## src/rtl/hyperbus_arbiter.sv

```systemverilog
// hyperbus_arbiter
//   Round-robin arbiter and single-transaction sequencer in front of a
//   HyperBus controller core. One 16-bit request is in flight at a time.
//   The winner's fields are latched into the hb_* holding registers. The
//   request is then issued as a one-cycle wrq/rrq pulse. The sequencer waits
//   for the core's hb_valid, or gives up after TIMEOUT cycles, and returns the
//   result to the granted port.
//
// Ports
//   clk, rstn            : clock, synchronous active-low reset
//   req_valid/req_ready  : per-port request handshake (ready is a 1-cycle pulse)
//   req_we/req_reg       : per-port write / register-space flags
//   req_adr/dat/mask     : packed per-port address (32), data (16), mask (4)
//   rsp_valid            : per-port 1-cycle completion pulse
//   rsp_dat/rsp_err      : shared response data / timeout flag (held)
//   busy                 : sequencer not idle
//   hb_ready/hb_valid    : core idle / core completion pulse
//   hb_dat_i             : core read data
//   hb_wrq/hb_rrq        : write / read request pulses to the core
//   hb_adr/dat_o/mask/reg: held transaction fields to the core
module hyperbus_arbiter #(
  parameter int NREQ    = 2,
  parameter int TIMEOUT = 1024
) (
  input  logic              clk,
  input  logic              rstn,
  input  logic [NREQ-1:0]   req_valid,
  output logic [NREQ-1:0]   req_ready,
  input  logic [NREQ-1:0]   req_we,
  input  logic [NREQ-1:0]   req_reg,
  input  logic [NREQ*32-1:0] req_adr,
  input  logic [NREQ*16-1:0] req_dat,
  input  logic [NREQ*4-1:0] req_mask,
  output logic [NREQ-1:0]   rsp_valid,
  output logic [15:0]       rsp_dat,
  output logic              rsp_err,
  output logic              busy,
  input  logic              hb_ready,
  input  logic              hb_valid,
  input  logic [15:0]       hb_dat_i,
  output logic              hb_wrq,
  output logic              hb_rrq,
  output logic [31:0]       hb_adr,
  output logic [15:0]       hb_dat_o,
  output logic [3:0]        hb_mask,
  output logic              hb_reg
);

  localparam int GW = (NREQ > 1) ? $clog2(NREQ) : 1;
  localparam int TW = $clog2(TIMEOUT);
  localparam logic [TW-1:0] TIMER_LAST = TW'(TIMEOUT - 1);

  typedef enum logic [1:0] {IDLE, ISSUE, WAIT, RESP} state_t;

  state_t          state_reg, state_next;
  logic [GW-1:0]   grant_reg, last_grant_reg;
  logic [GW-1:0]   pick;
  logic            pick_found;
  logic            accept;
  logic            we_reg;
  logic [TW-1:0]   timer_reg;
  int              cand;

  // Round-robin search: first valid port strictly after the last winner,
  // wrapping, so the last winner itself has the lowest priority.
  always_comb begin
    pick       = last_grant_reg;
    pick_found = 1'b0;
    cand       = 0;
    for (int off = 1; off <= NREQ; off++) begin
      cand = int'(last_grant_reg) + off;
      if (cand >= NREQ) cand = cand - NREQ;
      if (!pick_found && req_valid[cand[GW-1:0]]) begin
        pick_found = 1'b1;
        pick       = cand[GW-1:0];
      end
    end
  end

  // Gated by rstn so a requester never sees an acceptance that the reset
  // edge is about to discard.
  assign accept = rstn && (state_reg == IDLE) && hb_ready && pick_found;

  genvar gi;
  generate
    for (gi = 0; gi < NREQ; gi++) begin : g_port
      assign req_ready[gi] = accept && (pick == GW'(gi));
      assign rsp_valid[gi] = (state_reg == RESP) && (grant_reg == GW'(gi));
    end
  endgenerate

  always_comb begin
    state_next = state_reg;
    hb_wrq     = 1'b0;
    hb_rrq     = 1'b0;
    busy       = (state_reg != IDLE);
    case (state_reg)
      IDLE:  if (accept) state_next = ISSUE;
      ISSUE: begin
        hb_wrq     = we_reg;
        hb_rrq     = !we_reg;
        state_next = WAIT;
      end
      WAIT:  if (hb_valid || (timer_reg == TIMER_LAST)) state_next = RESP;
      RESP:  state_next = IDLE;
      default: state_next = IDLE;
    endcase
  end

  always_ff @(posedge clk) begin
    if (!rstn) begin
      state_reg      <= IDLE;
      grant_reg      <= '0;
      last_grant_reg <= GW'(NREQ - 1);
      timer_reg      <= '0;
      we_reg         <= 1'b0;
      hb_adr         <= '0;
      hb_dat_o       <= '0;
      hb_mask        <= '0;
      hb_reg         <= 1'b0;
      rsp_dat        <= '0;
      rsp_err        <= 1'b0;
    end else begin
      state_reg <= state_next;
      case (state_reg)
        IDLE: begin
          if (accept) begin
            grant_reg <= pick;
            we_reg    <= req_we[pick];
            hb_reg    <= req_reg[pick];
            hb_adr    <= req_adr[pick*32 +: 32];
            hb_dat_o  <= req_dat[pick*16 +: 16];
            hb_mask   <= req_mask[pick*4 +: 4];
          end
        end
        ISSUE: timer_reg <= '0;
        WAIT: begin
          timer_reg <= timer_reg + TW'(1);
          // A completion in the final timer cycle still counts as success.
          if (hb_valid) begin
            rsp_dat <= hb_dat_i;
            rsp_err <= 1'b0;
          end else if (timer_reg == TIMER_LAST) begin
            rsp_dat <= '0;
            rsp_err <= 1'b1;
          end
        end
        RESP: last_grant_reg <= grant_reg;
        default: ;
      endcase
    end
  end

endmodule

```

## config.mk

```make
export PLATFORM = sky130hd
export DESIGN_NAME = hyperbus_arbiter
export DESIGN_NICKNAME = d
export VERILOG_FILES = /design/src/rtl/hyperbus_arbiter.sv
export SDC_FILE = /design/constraint.sdc
export NUM_CORES = 1
export LEC_CHECK = 0
export BUFFER_PORTS_ARGS = -buffer_cell sky130_fd_sc_hd__buf_2
export CAP_MARGIN = 0
export CELL_PAD_IN_SITES_DETAIL_PLACEMENT = 0
export CELL_PAD_IN_SITES_GLOBAL_PLACEMENT = 1
export CORE_MARGIN = 4
export CORE_UTILIZATION = 29
export DETAILED_ROUTE_END_ITERATION = 8
export MAX_ROUTING_LAYER = met4
export PLACE_DENSITY_LB_ADDON = 0.1
export SLEW_MARGIN = 40
export SYNTH_ARGS = -nofsm -noshare
export SYNTH_HDL_FRONTEND = slang
export SYNTH_SLANG_ARGS = --single-unit
```

## constraint.sdc

```tcl
create_clock -name clk -period 1.7 [get_ports clk]
set_clock_uncertainty 0.05 [all_clocks]
set_input_delay 0.255 -clock clk [delete_from_list [all_inputs] [get_ports clk]]
set_output_delay 0.255 -clock clk [all_outputs]
set_load 0.01 [all_outputs]
```

==> results.json, run 1 <==
{
  "p_comb_frac": 0.365,
  "fmax_mhz": 592,
  "p_switching_mw": 2.28,
  "ioPinCount": 207,
  "power_density_nw_per_um2": 1240,
  "cts_made_buffers": 9,
  "synthArstFlopShare": 0,
  "power_mw": 7.07,
  "drtAntennaViolNets": 0,
  "syn_to_final_growth_pct": 48.3,
  "antenna_found_initial": 0,
  "synth_ff_type": "dfxtp_1",
  "total_leakage_power_nw": 2.63,
  "synth-edff-count": 0,
  "worstPathMaxFanout": 3,
  "fin_crit_ns": 1.69,
  "clockRootBuffer": "clkbuf_16",
  "vias": 3788,
  "die_area_um2": 15100,
  "cts_buffer_depth": 2,
  "worstPathArrival_ns": 1.38,
  "worstPathRequired_ns": 1.39,
  "relSlewSlack": 0.709,
  "critPathBufInv": 4,
  "core_region_area_um2": 12800,
  "cts_hold_buf": 0,
  "synth_seq_cells": 85,
  "num_rows": 41,
  "grt_pass1_wl_um": 17900,
  "internal_power_mw": 4.78,
  "path_delay_family": "flip-flops",
  "grt_pass1_vias": 3576,
  "hold_start": "hb_dat_i[8]",
  "timing.final.crit_share": 0.994,
  "vdd_ir_drop_max_v": 0.000475,
  "max_stage_delay_ns": 0.32,
  "slowest_stage": "dfxtp_2",
  "synth.distinct_cells": 37,
  "synth_top_area_frac": 0.444,
  "p_sw_frac": 0.323,
  "fin_util": 0.445,
  "final_max_slew_viol_count": 0,
  "largest_reg_flops": 32,
  "end_kind": "output port",
  "syn_area_per_cell_um2": 9.52,
  "hold_class": "input pin to flop",
  "reg.largest.list": "hb_adr (32), hb_dat_o (16), rsp_dat (16)",
  "path_class": "flop to output port",
  "drive_above_1_share": 0.445,
  "clock_power_share": 0.289,
  "clock-sinks": 85,
  "placed_area_um2": 5130,
  "synth_area_leaders": "dfxtp_1, mux2i_1, a211oi_1",
  "rsz0062_at_grt": "yes",
  "dieWidth_um": 123,
  "setup.worst_path.start_class": "flop",
  "clk_latency_ns": 0.33,
  "yosysSeqAreaShare": 0.444,
  "drt_first_pass_iters": 4,
  "gp_congestion": 0.778,
  "seqPwrFrac": 0.346,
  "drtIter0Drc": 216,
  "rr_startpoint": "state_reg[1]",
  "final_area_um2": 5690,
  "crit_path_cell_trace": "inv_2 > ha_4 > inv_4 > nor2_4 > buf_12 > and2_4 > buf_6",
  "wire_per_inst_um": 15.6,
  "ys.warnings.count": 0,
  "hold_viol_final": 0,
  "startpoint": "state_reg[0]",
  "drc": 0,
  "synth_area_leader_cell": "dfxtp_1",
  "final_cells": 794,
  "initial_core_util": 0.300,
  "grt_overflow": 0,
  "clk_pin_slew_worst_paths_ns": 0.06,
  "finalSetupViolCount": 0,
  "synthTopCellsByCount": "dfxtp_1, nor2_1, mux2i_1, a211oi_1, clkbuf_1",
  "fin_nets": 753,
  "cts_max_level": 3,
  "tritoncts": "done",
  "io_buffers": 206,
  "largest-register": "hb_adr",
  "vias_per_cell": 4.77,
  "hold_ws_ns": 0.174,
  "status": "finished clean",
  "dp_hpwl_um": 8570,
  "die_y_um": 123,
  "yosysMostFrequentCell": "dfxtp_1",
  "place_inst": 763,
  "antenna_cells": 0,
  "tightest_slew_ns": 0.437,
  "grt_max_degree": 83,
  "track_usage": 0.157,
  "wirelength_um": 12400,
  "synth_nets": 539,
  "cap_viol_max_count": 0,
  "synth_area_um2": 3840,
  "postSynthCellCount": 403
}
==> cells by family (layout without fill, tap and decap cells) <==
family          after synthesis  count (layout)  synth area share
compound gates              101             101             0.202
xor+xnor                      7               7            0.0160
fa+ha+maj                     6               6            0.0196
buf+inv                      45             264            0.0535
flops                        85              85             0.444
mux                          56              56             0.146
simple gates                103             103             0.119
==> worst reg2reg max path, cell delays in order (launching register included) <==
cell and delay [ns]:
dfxtp_2 0.33, inv_2 0.05, ha_4 0.28, and3_4 0.18
or3b_4 0.37, xor2_1 0.15, nor2_1 0.05
==> power by group through the flow <==
| stage | Combinational (mW) | Clock (mW) | Sequential (mW) |
|---|---|---|---|
| 2_1_floorplan | 1.31 | 0 | 2.61 |
| 4_1_cts | 2.48 | 2.11 | 2.45 |
| 3_3_place_gp | 2.22 | 0 | 2.49 |
| 6_report | 2.58 | 2.04 | 2.44 |
| 3_5_place_dp | 2.24 | 0 | 2.50 |
| 5_1_grt | 2.83 | 2.19 | 2.48 |
==> metal layers <==
layer,wire (um),global-route usage,share of wire
met3,1030,0.0398,0.083
met4,161,0.0602,0.013
met2,5870,0.254,0.48
met1,5300,0.189,0.43
met5,0,-,0
==> path summary, 6_finish.rpt <==
path | endpoint | slack [ns] | cells past startpoint
worst max-delay path | req_ready[0] | 0.01 | 7
worst min-delay path | rsp_dat[8] | 0.17 | 3
worst max register to register | timer_reg[8] | 0.11 | 6
worst min register to register | hb_adr[23] | 0.45 | 2
==> through the flow <==
stage	TNS, ns	worst slack (ns)
6_report	0	0.0110
5_1_grt	-0.121	-0.0652
4_1_cts	-0.0151	-0.0151
3_5_place_dp	-0.00798	-0.00798
3_3_place_gp	0	0.00397
2_1_floorplan	0	0.0185
==> placed cells by master (no fill, tap or decap), types with 3 or more instances in the layout <==
cell type  netlist  final
nand2_1          7      7
a21oi_1          3      3
dfxtp_2          0      3
nand3_1         17     17
dfxtp_1         85     82
buf_4            7     24
mux2i_1         56     56
buf_2            8    204
a31oi_1         16     16
inv_2            1      3
buf_12           0      5
a211oi_1        55     55
ha_1             6      4
clkinv_2         0      3
nor2_1          64     63
buf_6            0      3
xor2_1           5      5
a311oi_1        16     16
clkbuf_8         0      3
clkbuf_16        0     11
inv_1            7      4
==> cell type report <==
class	instances	area [um2]
clock buffer	12	267
fill	1294	7090
clock inverter	4	45.0
multi-input combinational	273	1980
tap	172	215
timing repair buffer	240	1450
inverter	8	32.5
sequential	85	1710
==> timing repair <==
action                     CTS  global route
gates resized for setup      9             8
cloned                       1             2
pin swaps                    4             0
setup buffers               10             2
hold endpoints to repair     0             0
setup endpoints to repair    4            37
Note: power is estimated with default switching activity, not from simulation.
==> inputs of run 2 (changes only) <==
--- a/config.mk
+++ b/config.mk
@@ -5,12 +5,13 @@
 export SDC_FILE = /design/constraint.sdc
 export NUM_CORES = 1
 export LEC_CHECK = 0
+export ABC_AREA = 1
 export BUFFER_PORTS_ARGS = -buffer_cell sky130_fd_sc_hd__buf_2
 export CAP_MARGIN = 0
 export CELL_PAD_IN_SITES_DETAIL_PLACEMENT = 0
 export CELL_PAD_IN_SITES_GLOBAL_PLACEMENT = 1
 export CORE_MARGIN = 4
-export CORE_UTILIZATION = 29
+export CORE_UTILIZATION = 28
 export DETAILED_ROUTE_END_ITERATION = 8
 export MAX_ROUTING_LAYER = met4
 export PLACE_DENSITY_LB_ADDON = 0.1
==> run 2 against run 1 <==
  * Sequential cell count stayed put
  * Worst hold slack worse by 0.056 ns
  * Design area is 0.35% lower
  * Critical path depth stayed put
  * Register-to-register slack better by 0.07 ns
  * Fmax is 2.7% higher
  * Worst setup slack better by 0.045 ns
  * Combinational power is 24% lower
  * Area after synthesis is 6.9% higher
  * Critical path type unchanged
  * Largest cell class unchanged
==> results.json, run 2 <==
{
  "status": "finished clean",
  "grt_max_degree": 34,
  "muxShareOfSynthArea": 0,
  "synth-adder-area-share": 0.0183,
  "synth_area_um2": 4100,
  "io_buffers": 206,
  "final_cell_mix": "nand2_1, buf_2, dfxtp_1, a21oi_1, nand3_1",
  "largest_reg_flops": 32,
  "hold_viol_final": 0,
  "max_stage_delay_ns": 0.32,
  "clk_latency_ns": 0.33,
  "worstPathMaxFanout": 4,
  "yosysMostFrequentCell": "nand2_1",
  "yosysSeqAreaShare": 0.415,
  "hold_depth": 3,
  "antenna_found_initial": 2,
  "largest-register": "hb_adr",
  "cts_max_level": 3,
  "dieWidth_um": 129,
  "vias": 4458,
  "synth_top_area_frac": 0.415,
  "layout_commonest_cell": "nand2_1",
  "fin_crit_ns": 1.64,
  "cap_viol_max_count": 0,
  "power_density_nw_per_um2": 1100,
  "synth.distinct_cells": 25,
  "crit_path_cell_trace": "inv_2 > ha_4 > nand3_4 > nor2_4 > inv_4 > a21oi_2 > buf_2",
  "synth_area_leader_cell": "dfxtp_1",
  "initial_core_util": 0.291,
  "relSlewSlack": 0.765,
  "reg.largest.list": "hb_adr (32), hb_dat_o (16), rsp_dat (16)",
  "worstPathRequired_ns": 1.39,
  "critPathBufInv": 3,
  "drive_above_1_share": 0.330,
  "total_leakage_power_nw": 2.83,
  "fin_util": 0.402,
  "clockRootBuffer": "clkbuf_16",
  "hold_class": "input pin to flop",
  "core_region_area_um2": 14100,
  "cts_made_buffers": 9,
  "synth_compound_area_frac": 0.109,
  "synth_top_family_by_area": "simple AND/OR/NAND/NOR gates",
  "grt_pass1_vias": 4407,
  "dp_hpwl_um": 9980,
  "path_delay_family": "flip-flops",
  "ioPinCount": 207,
  "grt_overflow": 0,
  "ys.warnings.count": 0,
  "clock-sinks": 85,
  "wirelength_um": 13700,
  "gp_congestion": 0.836,
  "synth_xor_area_frac": 0,
  "setup.worst_path.start_class": "flop",
  "drtIter0Drc": 160,
  "slowest_stage": "dfxtp_2",
  "yosys.area_share.simple": 0.359,
  "worst_r2r_path_depth": 11,
  "clk_pin_slew_worst_paths_ns": 0.06,
  "fmax_mhz": 608,
  "die_y_um": 129,
  "finalSetupViolCount": 0,
  "synth_ff_type": "dfxtp_1",
  "drt_first_pass_iters": 5,
  "synth_seq_cells": 85,
  "cts_buffer_depth": 2,
  "tightest_slew_ns": 0.353,
  "vdd_ir_drop_max_v": 0.000441,
  "rsz0062_at_grt": "yes",
  "cp_num_cells": 7,
  "postSynthCellCount": 600,
  "drtAntennaViolNets": 0,
  "worstPathArrival_ns": 1.34,
  "syn_area_per_cell_um2": 6.84,
  "num_rows": 43,
  "end_kind": "output port",
  "fin_nets": 943,
  "drc": 0,
  "vias_per_cell": 4.49,
  "syn_to_final_growth_pct": 38.2,
  "grt_pass1_wl_um": 21300,
  "synth-edff-count": 0,
  "synth_nets": 736,
  "final_max_slew_viol_count": 0,
  "synth_area_leaders": "dfxtp_1, nand2_1, a21oi_1",
  "tritoncts": "done",
  "timing.final.crit_share": 0.967,
  "path_class": "flop to output port",
  "synthTopCellsByCount": "nand2_1, dfxtp_1, a21oi_1, nand3_1, inv_1",
  "track_usage": 0.166,
  "synthArstFlopShare": 0,
  "wire_per_inst_um": 13.7,
  "die_area_um2": 16700,
  "power_mw": 6.22
}
-- run 2: repair_timing --
item | CTS | global route
pin swaps | 3 | 4
endpoints found under the setup margin | 2 | 4
hold buffers | 0 | 0
resized for setup | 11 | 8
cloned | 1 | 0
buffers inserted | 6 | 2
-- run 2: layout make-up --
cell class	instances	area (um2)
tap	180	225
clock buffer	14	264
timing repair buffer	234	1280
fill	1573	8430
sequential	85	1700
multi-input combinational	453	2060
antenna	2	5.00
inverter	24	92.6
clock inverter	1	30.0
-- run 2: routing by layer --
metal | share of wire | track usage | routed length [um]
met4 | 0.017 | 0.0574 | 232
met3 | 0.068 | 0.0392 | 928
met1 | 0.43 | 0.197 | 5910
met2 | 0.48 | 0.277 | 6580
met5 | 0 | - | 0
-- run 2: logic make-up (layout without fill, tap and decap cells) --
| logic type | after synthesis | count (layout) |
|---|---|---|
| AO/OA/AOI/OAI | 87 | 87 |
| adder cells (fa/ha/maj) | 6 | 6 |
| buffers and inverters | 63 | 273 |
| flip-flops | 85 | 85 |
| other | 0 | 2 |
| AND/OR/NAND/NOR | 359 | 360 |
-- run 2: worst paths after layout --
path / from / to / slack, ns
worst max-delay path: state_reg[1] / req_ready[1] / 0.06
worst min-delay path: hb_dat_i[9] / rsp_dat[9] / 0.12
worst min register to register: rsp_err / rsp_err / 0.40
worst max register to register: state_reg[1] / state_reg[0] / 0.18
-- run 2: through the flow --
step | std cells | TNS, ns | hold WS, ns | worst slack, ns | area, um2
2_1_floorplan | 600 | 0 | 0.353 | 0.154 | 4100
3_3_place_gp | 967 | 0 | 0.384 | 0.147 | 5220
3_5_place_dp | 967 | 0 | 0.389 | 0.116 | 5220
4_1_cts | 989 | -0.0238 | 0.0973 | -0.0133 | 5610
5_1_grt | 993 | -0.0984 | 0.116 | -0.0493 | 5670
6_report | 993 | 0 | 0.118 | 0.0558 | 5670
-- run 2: worst min-delay path: cells and delay by family --
family | cells | cell delay, ns
buffers and inverters | 1 | 0.09
and+or+nand+nor | 1 | 0.05
AOI/OAI and AO/OA | 1 | 0.05
-- run 2: report_power, final --
group / total (mW) / switching, mW / internal [mW]
clock network: 1.96 / 0.745 / 1.21
registers: 2.30 / 0.106 / 2.19
logic: 1.96 / 1.13 / 0.836
==> inputs of run 3 (changes only) <==
--- a/config.mk
+++ b/config.mk
@@ -14,7 +14,7 @@
 export CORE_UTILIZATION = 28
 export DETAILED_ROUTE_END_ITERATION = 8
 export MAX_ROUTING_LAYER = met4
-export PLACE_DENSITY_LB_ADDON = 0.1
+export PLACE_DENSITY = 0.75
 export SLEW_MARGIN = 40
 export SYNTH_ARGS = -nofsm -noshare
 export SYNTH_HDL_FRONTEND = slang
==> run 3 against run 2 <==
  * Clock power increased by 8%
  * Final cell count is 0.30% lower
  * Routed wire length shrank 2.3%
  * Combinational power rose by 2%
  * First-iteration DRC count up 10%
  * Global-route usage shrank 0.66 points
  * Count of clock-buffer cells in the layout is 3 lower
  * Sequential share of layout area decreased by 0.32 points
  * Total power is 2.8% higher
  * Register-to-register slack about the same
  * Worst hold slack worse by 0.0063 ns
  * Sequential cell count is the same
==> results.json, run 3 (synthesis gave the netlist of run 2 again) <==
{
  "seqPwrFrac": 0.358,
  "core_region_area_um2": 14100,
  "worstPathRequired_ns": 1.39,
  "clk_latency_ns": 0.34,
  "initial_core_util": 0.291,
  "rrSetupSlack_ns": 0.17,
  "die_area_um2": 16700,
  "cts_max_level": 3,
  "dieWidth_um": 129,
  "finalSetupViolCount": 0,
  "worstPathMaxFanout": 4,
  "endpoint": "req_ready[1]",
  "tritoncts": "done",
  "drtIter0Drc": 176,
  "fin_nets": 942,
  "wirelength_um": 13300,
  "hold_ws_ns": 0.112,
  "clk_pin_slew_worst_paths_ns": 0.06,
  "vias": 4391,
  "startpoint": "last_grant_reg",
  "grt_overflow": 0,
  "rr_startpoint": "state_reg[0]",
  "gp_congestion": 0.802,
  "clock-sinks": 85,
  "p_sw_frac": 0.318,
  "grt_pass1_vias": 4042,
  "largest-register": "hb_adr",
  "hold_class": "input pin to flop",
  "final_area_um2": 5730,
  "timing.final.crit_share": 0.993,
  "die_y_um": 129,
  "clock_power_share": 0.329,
  "setup.worst_path.start_class": "flop",
  "grt_max_degree": 44,
  "vias_per_cell": 4.44,
  "internal_power_mw": 4.36,
  "relSlewSlack": 0.779,
  "total_leakage_power_nw": 2.83,
  "cts_buffer_depth": 2,
  "ioPinCount": 207,
  "hold_viol_final": 0,
  "antenna_cells": 0,
  "tightest_slew_ns": 0.331,
  "vdd_ir_drop_max_v": 0.000548,
  "reg.largest.list": "hb_adr (32), hb_dat_o (16), rsp_dat (16)",
  "final_max_slew_viol_count": 0,
  "drtAntennaViolNets": 0,
  "io_buffers": 206,
  "layout_commonest_cell": "nand2_1",
  "placed_area_um2": 5220,
  "cap_viol_max_count": 0,
  "end_kind": "output port",
  "cts_hold_buf": 0,
  "status": "finished clean",
  "drt_first_pass_iters": 4,
  "fin_crit_ns": 1.69,
  "num_rows": 43,
  "dp_hpwl_um": 9220,
  "final_cell_mix": "nand2_1, buf_2, dfxtp_1, a21oi_1, nand3_1",
  "wire_per_inst_um": 13.5,
  "power_mw": 6.40,
  "path_class": "flop to output port",
  "largest_reg_flops": 32,
  "p_comb_frac": 0.313,
  "p_switching_mw": 2.04,
  "worstPathArrival_ns": 1.38,
  "drc": 0,
  "worst_r2r_path_depth": 7,
  "cts_made_buffers": 9,
  "grt_pass1_wl_um": 20400,
  "power_density_nw_per_um2": 1120,
  "clockRootBuffer": "clkbuf_16",
  "antenna_found_initial": 0,
  "worstReg2RegEnd": "rsp_dat[1]",
  "rsz0062_at_grt": "yes",
  "drive_above_1_share": 0.335,
  "fin_util": 0.406,
  "fmax_mhz": 592,
  "syn_to_final_growth_pct": 39.6,
  "track_usage": 0.159
}
-- run 3: cell types whose count changed in the layout (fill, tap and decap cells not counted), moves of 2 or more --
| cell | previous run | this run |
|---|---|---|
| buf_4 | 25 | 21 |
| buf_2 | 205 | 203 |
| diode_2 | 2 | 0 |
| buf_6 | 1 | 3 |
| inv_1 | 18 | 16 |
| clkbuf_1 | 3 | 1 |
| clkinvlp_4 | 0 | 2 |
-- run 3: metal layers --
layer,routed length (um),global-route usage,up-vias
li1,-,-,2336
met1,5880,0.194,1927
met2,6520,0.264,118
met3,820,0.0458,10
met4,121,0.0340,0
met5,0,-,-
-- run 3: per-stage QoR --
stage / setup slack [ns] / instances / TNS, ns
CTS: -0.0362 / 991 / -0.0362
global placement: 0.156 / 966 / 0
finish: 0.0115 / 990 / 0
detailed placement: 0.105 / 966 / 0
global route: -0.0814 / 990 / -0.113
floorplan: 0.154 / 600 / 0
-- run 3: worst min path at each step --
stage | from | end | cells after the start
3_5_place_dp | rsp_err | rsp_err | 2
2_1_floorplan | hb_dat_i[10] | rsp_dat[10] | 2
4_1_cts | hb_dat_i[15] | rsp_dat[15] | 3
5_1_grt | hb_dat_i[6] | rsp_dat[6] | 3
6_report | hb_dat_i[15] | rsp_dat[15] | 3
3_3_place_gp | rsp_err | rsp_err | 2
-- run 3: timing repair --
| item | 4_1_cts | 5_1_grt |
|---|---|---|
| gates resized for setup | 22 | 9 |
| pin swaps | 4 | 5 |
| buffers inserted | 8 | 0 |
| gates cloned | 2 | 0 |
| endpoints found under the setup margin | 2 | 64 |
-- run 3: final cells by class --
type	count	area (um2)
well taps	180	225
clock buffers	11	243
flip-flops and latches	85	1700
inverters	24	98.8
multi-input cells	454	2080
fillers	1535	8370
repair buffers	232	1300
clock inverters	4	72.6
-- run 3: critical path: stages, from the launching register on --
cell	delay, ns
dfxtp_1	0.32
inv_2	0.06
or2_4	0.27
buf_12	0.14
a21oi_2	0.12
buf_2	0.14
-- run 3: power groups by stage --
stage	sequential [mW]	clock (mW)	combinational (mW)
floorplan	2.41	0	1.11
global route	2.31	2.28	2.26
CTS	2.29	2.18	2.03
detailed placement	2.33	0	1.82
finish	2.29	2.11	2.00
global placement	2.32	0	1.83
